File: config.mk
export PLATFORM = sky130hd
export DESIGN_NAME = dcsformer_host
export DESIGN_NICKNAME = d
export VERILOG_FILES = /design/src/rtl/dcsformer_host.sv
export SDC_FILE = /design/constraint.sdc
export NUM_CORES = 1
export LEC_CHECK = 0
export CAP_MARGIN = 20
export CORE_UTILIZATION = 55
export DETAILED_ROUTE_END_ITERATION = 12
export HOLD_SLACK_MARGIN = 0.03
export PLACE_DENSITY = 0.75
export SLEW_MARGIN = 10
export SYNTH_ARGS = -nofsm -noshare
export SYNTH_HDL_FRONTEND = slang
export SYNTH_SLANG_ARGS = --single-unit
export TNS_END_PERCENT = 5
File: constraint.sdc
create_clock -name clk -period 3.5 [get_ports clk]
set_clock_uncertainty 0.15 [all_clocks]
set_input_delay 0.525 -clock clk [delete_from_list [all_inputs] [get_ports clk]]
set_output_delay 0.525 -clock clk [all_outputs]
set_load 0.03 [all_outputs]
File: src/rtl/dcsformer_host.sv
// Host-side driver for the DCSformer attention core: buffers one job, streams it to the core, collects the results.
// Optional stall watchdog is built only when DCSH_TIMEOUT_EN is defined.
module dcsformer_host #(
  parameter int N_IN    = 128,
  parameter int N_W     = 8,
  parameter int N_OUT   = 8,
  parameter int TIMEOUT = 1024
) (
  input  logic        clk,
  input  logic        rst_n,
  input  logic        ld_en,
  input  logic [7:0]  ld_addr,
  input  logic [7:0]  ld_data,
  input  logic        start,
  output logic        busy,
  output logic        done,
  output logic        err,
  input  logic [2:0]  rd_addr,
  output logic [31:0] rd_data,
  output logic        i_valid,
  output logic [7:0]  i_data,
  output logic        w_valid,
  output logic [7:0]  w_data,
  input  logic        w_ready,
  input  logic        o_valid,
  input  logic [31:0] o_data
);
  localparam int IW = $clog2(N_IN);
  localparam int WW = $clog2(N_W);
  localparam int OW = $clog2(N_OUT);

  typedef enum logic [2:0] {IDLE, SEND_I, WAIT_WR, SEND_W, COLLECT, FIN} state_t;

  state_t        state_r;
  logic [7:0]    act_r [N_IN];
  logic [7:0]    wt_r  [N_W];
  logic [31:0]   res_r [N_OUT];
  logic [IW-1:0] icnt_r;
  logic [WW-1:0] wcnt_r;
  logic [OW-1:0] ocnt_r;
  logic          busy_r, done_r, err_r, i_valid_r, w_valid_r;
  logic [7:0]    i_data_r, w_data_r;

  logic          ld_ok_s, ld_act_s, ld_wt_s, start_ok_s, o_take_s, stall_hit_s;
  logic [7:0]    first_i_s;

  assign ld_ok_s    = ld_en && (state_r == IDLE || state_r == FIN);
  assign ld_act_s   = ld_ok_s && (ld_addr[7] == 1'b0);
  assign ld_wt_s    = ld_ok_s && (ld_addr[7:3] == 5'b10000);
  assign start_ok_s = start && (state_r == IDLE);
  assign o_take_s   = o_valid && (state_r == COLLECT);
  // A same-cycle write to slot 0 must reach the first beat, so bypass the buffer.
  assign first_i_s  = (ld_act_s && ld_addr[IW-1:0] == {IW{1'b0}}) ? ld_data : act_r[0];

`ifdef DCSH_TIMEOUT_EN
  logic              stall_wait_s;
  logic [IW+3-1:0]   unused_pad_s;
  localparam int SW = $clog2(TIMEOUT);
  logic [SW-1:0]     stall_r;

  assign unused_pad_s = '0;
  assign stall_wait_s = (state_r == WAIT_WR && !w_ready) || (state_r == COLLECT && !o_valid);
  assign stall_hit_s  = stall_wait_s && (stall_r == SW'(TIMEOUT - 1));

  // Stall counter: counts idle cycles while waiting on the core, cleared by any beat.
  always_ff @(posedge clk or negedge rst_n) begin
    if (!rst_n) begin
      stall_r <= '0;
    end else if (stall_wait_s) begin
      stall_r <= stall_r + 1'b1;
    end else begin
      stall_r <= '0;
    end
  end
`else
  assign stall_hit_s = 1'b0;
`endif

  // Job buffers: not reset; loader writes only while idle, results cleared on accepted start.
  always_ff @(posedge clk) begin
    if (ld_act_s) act_r[ld_addr[IW-1:0]] <= ld_data;
    if (ld_wt_s)  wt_r[ld_addr[WW-1:0]]  <= ld_data;
    if (start_ok_s) begin
      for (int j = 0; j < N_OUT; j++) res_r[j] <= 32'd0;
    end else if (o_take_s) begin
      res_r[ocnt_r] <= o_data;
    end
  end

  // Sequencer with registered strobes towards the core and status outputs.
  always_ff @(posedge clk or negedge rst_n) begin
    if (!rst_n) begin
      state_r   <= IDLE;
      icnt_r    <= '0;
      wcnt_r    <= '0;
      ocnt_r    <= '0;
      busy_r    <= 1'b0;
      done_r    <= 1'b0;
      err_r     <= 1'b0;
      i_valid_r <= 1'b0;
      w_valid_r <= 1'b0;
      i_data_r  <= 8'd0;
      w_data_r  <= 8'd0;
    end else begin
      case (state_r)
        IDLE: begin
          if (start_ok_s) begin
            state_r   <= SEND_I;
            busy_r    <= 1'b1;
            err_r     <= 1'b0;
            i_valid_r <= 1'b1;
            i_data_r  <= first_i_s;
            icnt_r    <= '0;
          end
        end
        SEND_I: begin
          if (icnt_r == IW'(N_IN - 1)) begin
            i_valid_r <= 1'b0;
            state_r   <= WAIT_WR;
          end else begin
            icnt_r   <= icnt_r + 1'b1;
            i_data_r <= act_r[icnt_r + 1'b1];
          end
        end
        WAIT_WR: begin
          if (stall_hit_s) begin
            err_r     <= 1'b1;
            i_valid_r <= 1'b0;
            w_valid_r <= 1'b0;
            done_r    <= 1'b1;
            busy_r    <= 1'b0;
            state_r   <= FIN;
          end else if (w_ready) begin
            // The core thresholds in the w_ready cycle; weights start one cycle later.
            w_valid_r <= 1'b1;
            w_data_r  <= wt_r[0];
            wcnt_r    <= '0;
            state_r   <= SEND_W;
          end
        end
        SEND_W: begin
          if (wcnt_r == WW'(N_W - 1)) begin
            w_valid_r <= 1'b0;
            ocnt_r    <= '0;
            state_r   <= COLLECT;
          end else begin
            wcnt_r   <= wcnt_r + 1'b1;
            w_data_r <= wt_r[wcnt_r + 1'b1];
          end
        end
        COLLECT: begin
          if (stall_hit_s) begin
            err_r     <= 1'b1;
            i_valid_r <= 1'b0;
            w_valid_r <= 1'b0;
            done_r    <= 1'b1;
            busy_r    <= 1'b0;
            state_r   <= FIN;
          end else if (o_valid) begin
            if (ocnt_r == OW'(N_OUT - 1)) begin
              done_r  <= 1'b1;
              busy_r  <= 1'b0;
              state_r <= FIN;
            end else begin
              ocnt_r <= ocnt_r + 1'b1;
            end
          end
        end
        FIN: begin
          done_r  <= 1'b0;
          state_r <= IDLE;
        end
        default: begin
          state_r   <= IDLE;
          busy_r    <= 1'b0;
          done_r    <= 1'b0;
          i_valid_r <= 1'b0;
          w_valid_r <= 1'b0;
        end
      endcase
    end
  end

  assign busy    = busy_r;
  assign done    = done_r;
  assign err     = err_r;
  assign i_valid = i_valid_r;
  assign i_data  = i_data_r;
  assign w_valid = w_valid_r;
  assign w_data  = w_data_r;
  assign rd_data = res_r[rd_addr];
endmodule
==> implementation parameters <==
Parameter                              Value

Floorplan
  Number of top-level design ports    110
  Effective utilization at floorplan    roughly 56%
  Chip Height    about 320 µm
  FP Rows    roughly 120
  Die extent in x    around 320 µm
  Floorplan die area    about 100000 µm²
  Area of the core region    about 100000 µm²

CTS
  Clock tree from TritonCTS    built
  Clock-pin slew reported for the worst setup and hold paths after clock tree synthesis    approximately 60 ps
  Number of buffers added by the clock tree synthesis step    roughly 140
  Clock buffer depth    3
  Post-CTS Setup Bufs    0
  Clock latency reported for the late side of the worst-skew pair    between 700 and 800 ps
  # H-tree levels    4
  Root cell of the clock tree    clkbuf_16
  # clock sinks    between 1000 and 1500

Critical path
  WP data arrival    roughly 4000 ps
  Worst R2R Path Depth    8
  Critical path, cell by cell    ha_4, buf_12, buf_12, mux4_2, mux4_2, a22oi_1, o2111ai_1, o32a_1
  Setup crit end kind    register
  Startpoint class of the critical path    register
  Slowest Stage Delay on Critical Path    ~560 ps
  Crit path kind    reg2reg
  Launch instance of the worst register-to-register path    icnt_r[0]
  Worst reg-to-reg setup slack    roughly 29 ps
  Cell with the largest stage delay on the worst path    dfrtp_4
  Critical-path maximum fanout    19
  Worst Path Required    3980 ps
  Critical register-to-register path endpoint    i_data[5]
  Beginning of the critical path    icnt_r[0]

Cells and area
  P&R area growth vs syn    15.9%
  Layout filler cell count    about 6500
  Fraction of final layout cells with drive strength greater than 1    around a quarter
  Number of standard cells in the final layout excluding fillers    roughly 4600
  Utilization after layout    between 60 and 70%
  Nets    3250
  Final instance area    ~64000 µm²

Global route
  Largest net degree at the start of global routing    77
  First-pass GRT wire length    197000 µm
  Initial antenna violation count    3
  Number of global-route vias before repair    ~30000
  Global-route usage over all layers    26.6%
  Global route total overflow    0

Synth
  Number of flops mapped to enable cells by yosys    roughly 1300
  Synthesized area    55500 µm²
  Ys flop type    edfxtp_1
  #FFs+latches synth    1380
  Share of synthesized area occupied by flip-flops and latches    74.3%
  Fraction of synthesis flops using an asynchronous set or reset pin    2.61%
  Number of warning messages in the yosys log    0
  Area share of the largest cell type after synthesis    72.7%
  Synth top area cells    edfxtp_1 73%, mux4_2 14%, and2_1 2.9%, dfrtp_1 1.6%, mux2i_1 1.3%
  Cells after synthesis    2838
  Largest area contributor in the netlist    edfxtp_1
  Library cells used by synthesis    63
  Post-synth net total    slightly below 3000
  Mean cell area of the mapped netlist    ~20 µm²

Status
  Outcome    completed

Power and ir drop
  Worst-case vdd ir drop    0.000623 V
  Power density over the cells    ~750 nW/µm²
  Lkg Pwr    roughly 21 nW

Detailed routing
  Number of search-and-repair iterations in the first detailed-routing pass    5
  Vias after detailed routing    ~30000
  Via density per instance    about 6.4
  Total routed wirelength    roughly 130000 µm
  Post-detailed-route wirelength per cell    a little under 30 µm
  Antenna violation net count after detailed routing    0
  Drt drc    0
  DRT iter0 DRCs    3328

STA
  Worst Slack Setup Final    29.0 ps
  Max-slew violation total from the final report    0
  Worst Max-Slew Pin Slew    about 1000 ps
  Setup_tns    0 ps
  F_max    about 0.29 GHz
  Worst relative slew slack    between 30 and 40%
  Final setup viols    0
  Setup repair after global routing missed its margin    yes
  Share of the cycle needed by the critical path after routing    99.2%
  Min Tclk post-route    roughly 3500 ps
  Fin. Hold Viols    0

Placed design
  # placed instances    between 4000 and 5000
  HPWL after detailed placement    ~80000 µm
  PortBufs    about 110
  Placer congestion estimate    roughly 0.85
  Worst slack after detailed placement    between 60 and 70 ps
  Instance area at placement    ~60000 µm²

Min path
  Hold Crit Endpoint    act_r[29][2]
  Hold path cells    1
  Type of the worst min-delay path    in2reg
  Launch instance of the worst min-delay path    ld_data[2]

Flow run
  Maximum Capacitance Violations    0
[how the worst max path moves through the flow]
stage | to | depth (start not counted)
2_1_floorplan | res_r[3][0] | 3
3_3_place_gp | i_data[0] | 10
3_5_place_dp | i_data[0] | 10
4_1_cts | i_data[0] | 10
5_1_grt | i_data[4] | 8
6_report | i_data[5] | 8
[state kept, by name, summed over array words and instances (netlist names)]
name / flops
state_r: 3
done: 1
i_valid: 1
wt_r: 64
res_r: 256
icnt_r: 7
w_valid: 1
busy: 1
ocnt_r: 3
w_data: 8
wcnt_r: 3
i_data: 8
act_r: 1024
[through the flow]
| stage | power, mW | hold slack, ps |
|---|---|---|
| global route | 49.7 | 157 |
| detailed placement | 33.9 | 326 |
| CTS | 48.3 | 135 |
| floorplan | 29.0 | 79.4 |
| global placement | 33.6 | 314 |
| finish | 48.2 | 159 |
[repair_timing]
| item | CTS | global route |
|---|---|---|
| hold endpoints to repair | 36 | 0 |
| setup endpoints to repair | 1 | 4 |
| gates resized for setup | 1 | 2 |
| pin swaps | 0 | 2 |
| hold buffers | 1 | 0 |
[critical path: cells and delay by family (launching register included)]
kind            cells  cell delay [ps]
flops               1              560
compound gates      3              880
fa+ha+maj           1              460
mux                 2              850
buf+inv             2              430
[area by class of cell]
class                           count  area [µm²]  share of cell area, %
Sequential cell                  1380       41300                   64.2
Antenna cell                        4        10.0                 0.0156
Clock inverter                     72         729                   1.13
Timing Repair Buffer              369        3410                   5.30
Multi-Input combinational cell   1285       13600                   21.1
Tap cell                         1298        1620                   2.53
Inverter                           14        52.6                 0.0817
Clock buffer                      175        3680                   5.72
[where the power goes]
part	total [mW]	internal [mW]	switching, mW
logic	14.4	6.53	7.85
registers	19.3	18.9	0.398
clock network	14.5	8.24	6.21
total	48.2	33.7	14.5
[cell usage after synthesis (all sizes together), types with 6 or more instances]
| master | count |
|---|---|
| mux4 | 347 |
| nand4 | 15 |
| o21ai | 31 |
| nand2b | 10 |
| nor3 | 7 |
| nor2b | 10 |
| clkbuf | 71 |
| a32oi | 11 |
| nand2 | 149 |
| a21oi | 18 |
| mux2i | 71 |
| buf | 88 |
| mux2 | 34 |
| edfxtp | 1344 |
| dfrtp | 36 |
| o32a | 6 |
| and2 | 260 |
| a221oi | 7 |
| nor2 | 166 |
| o211ai | 6 |
| a22oi | 16 |
| nand3 | 64 |
| inv | 14 |
[layout by cell type, fill, tap and decap left out, types with 17 or more instances in the layout]
cell type / instances
clkbuf_16: 141
mux2i_1: 71
buf_4: 249
o21ai_0: 26
clkinv_2: 17
nand2_1: 148
mux4_2: 342
nand3_1: 64
clkdlybuf4s50_1: 81
and2_1: 260
nor2_1: 163
clkinv_1: 26
buf_12: 35
mux2_2: 34
dfrtp_1: 35
a21oi_1: 18
clkbuf_1: 32
edfxtp_1: 1344
[cells by family (layout without fill, tap and decap cells)]
logic type               after synthesis  count (layout)  share of synthesized area, %
multiplexers                         452             452                          16.1
adder cells (fa/ha/maj)                5               5                         0.113
AND/OR/NAND/NOR                      695             695                          6.28
buffers and inverters                173             630                          1.48
flip-flops                          1380            1380                          74.3
other                                  1               5                       0.00676
AO/OA/AOI/OAI                        126             126                          1.60
XOR/XNOR                               6               6                         0.108
[layer usage]
metal / track usage (%) / vias to the layer above / routed length, µm
met5: 0 / - / 0
met4: 10.2 / 0 / 4880
met3: 5.87 / 310 / 13700
met2: 42.7 / 1609 / 65500
met1: 35.9 / 15310 / 49200
li1: - / 12105 / -
No activity file was read; power rests on OpenSTA's default activity.
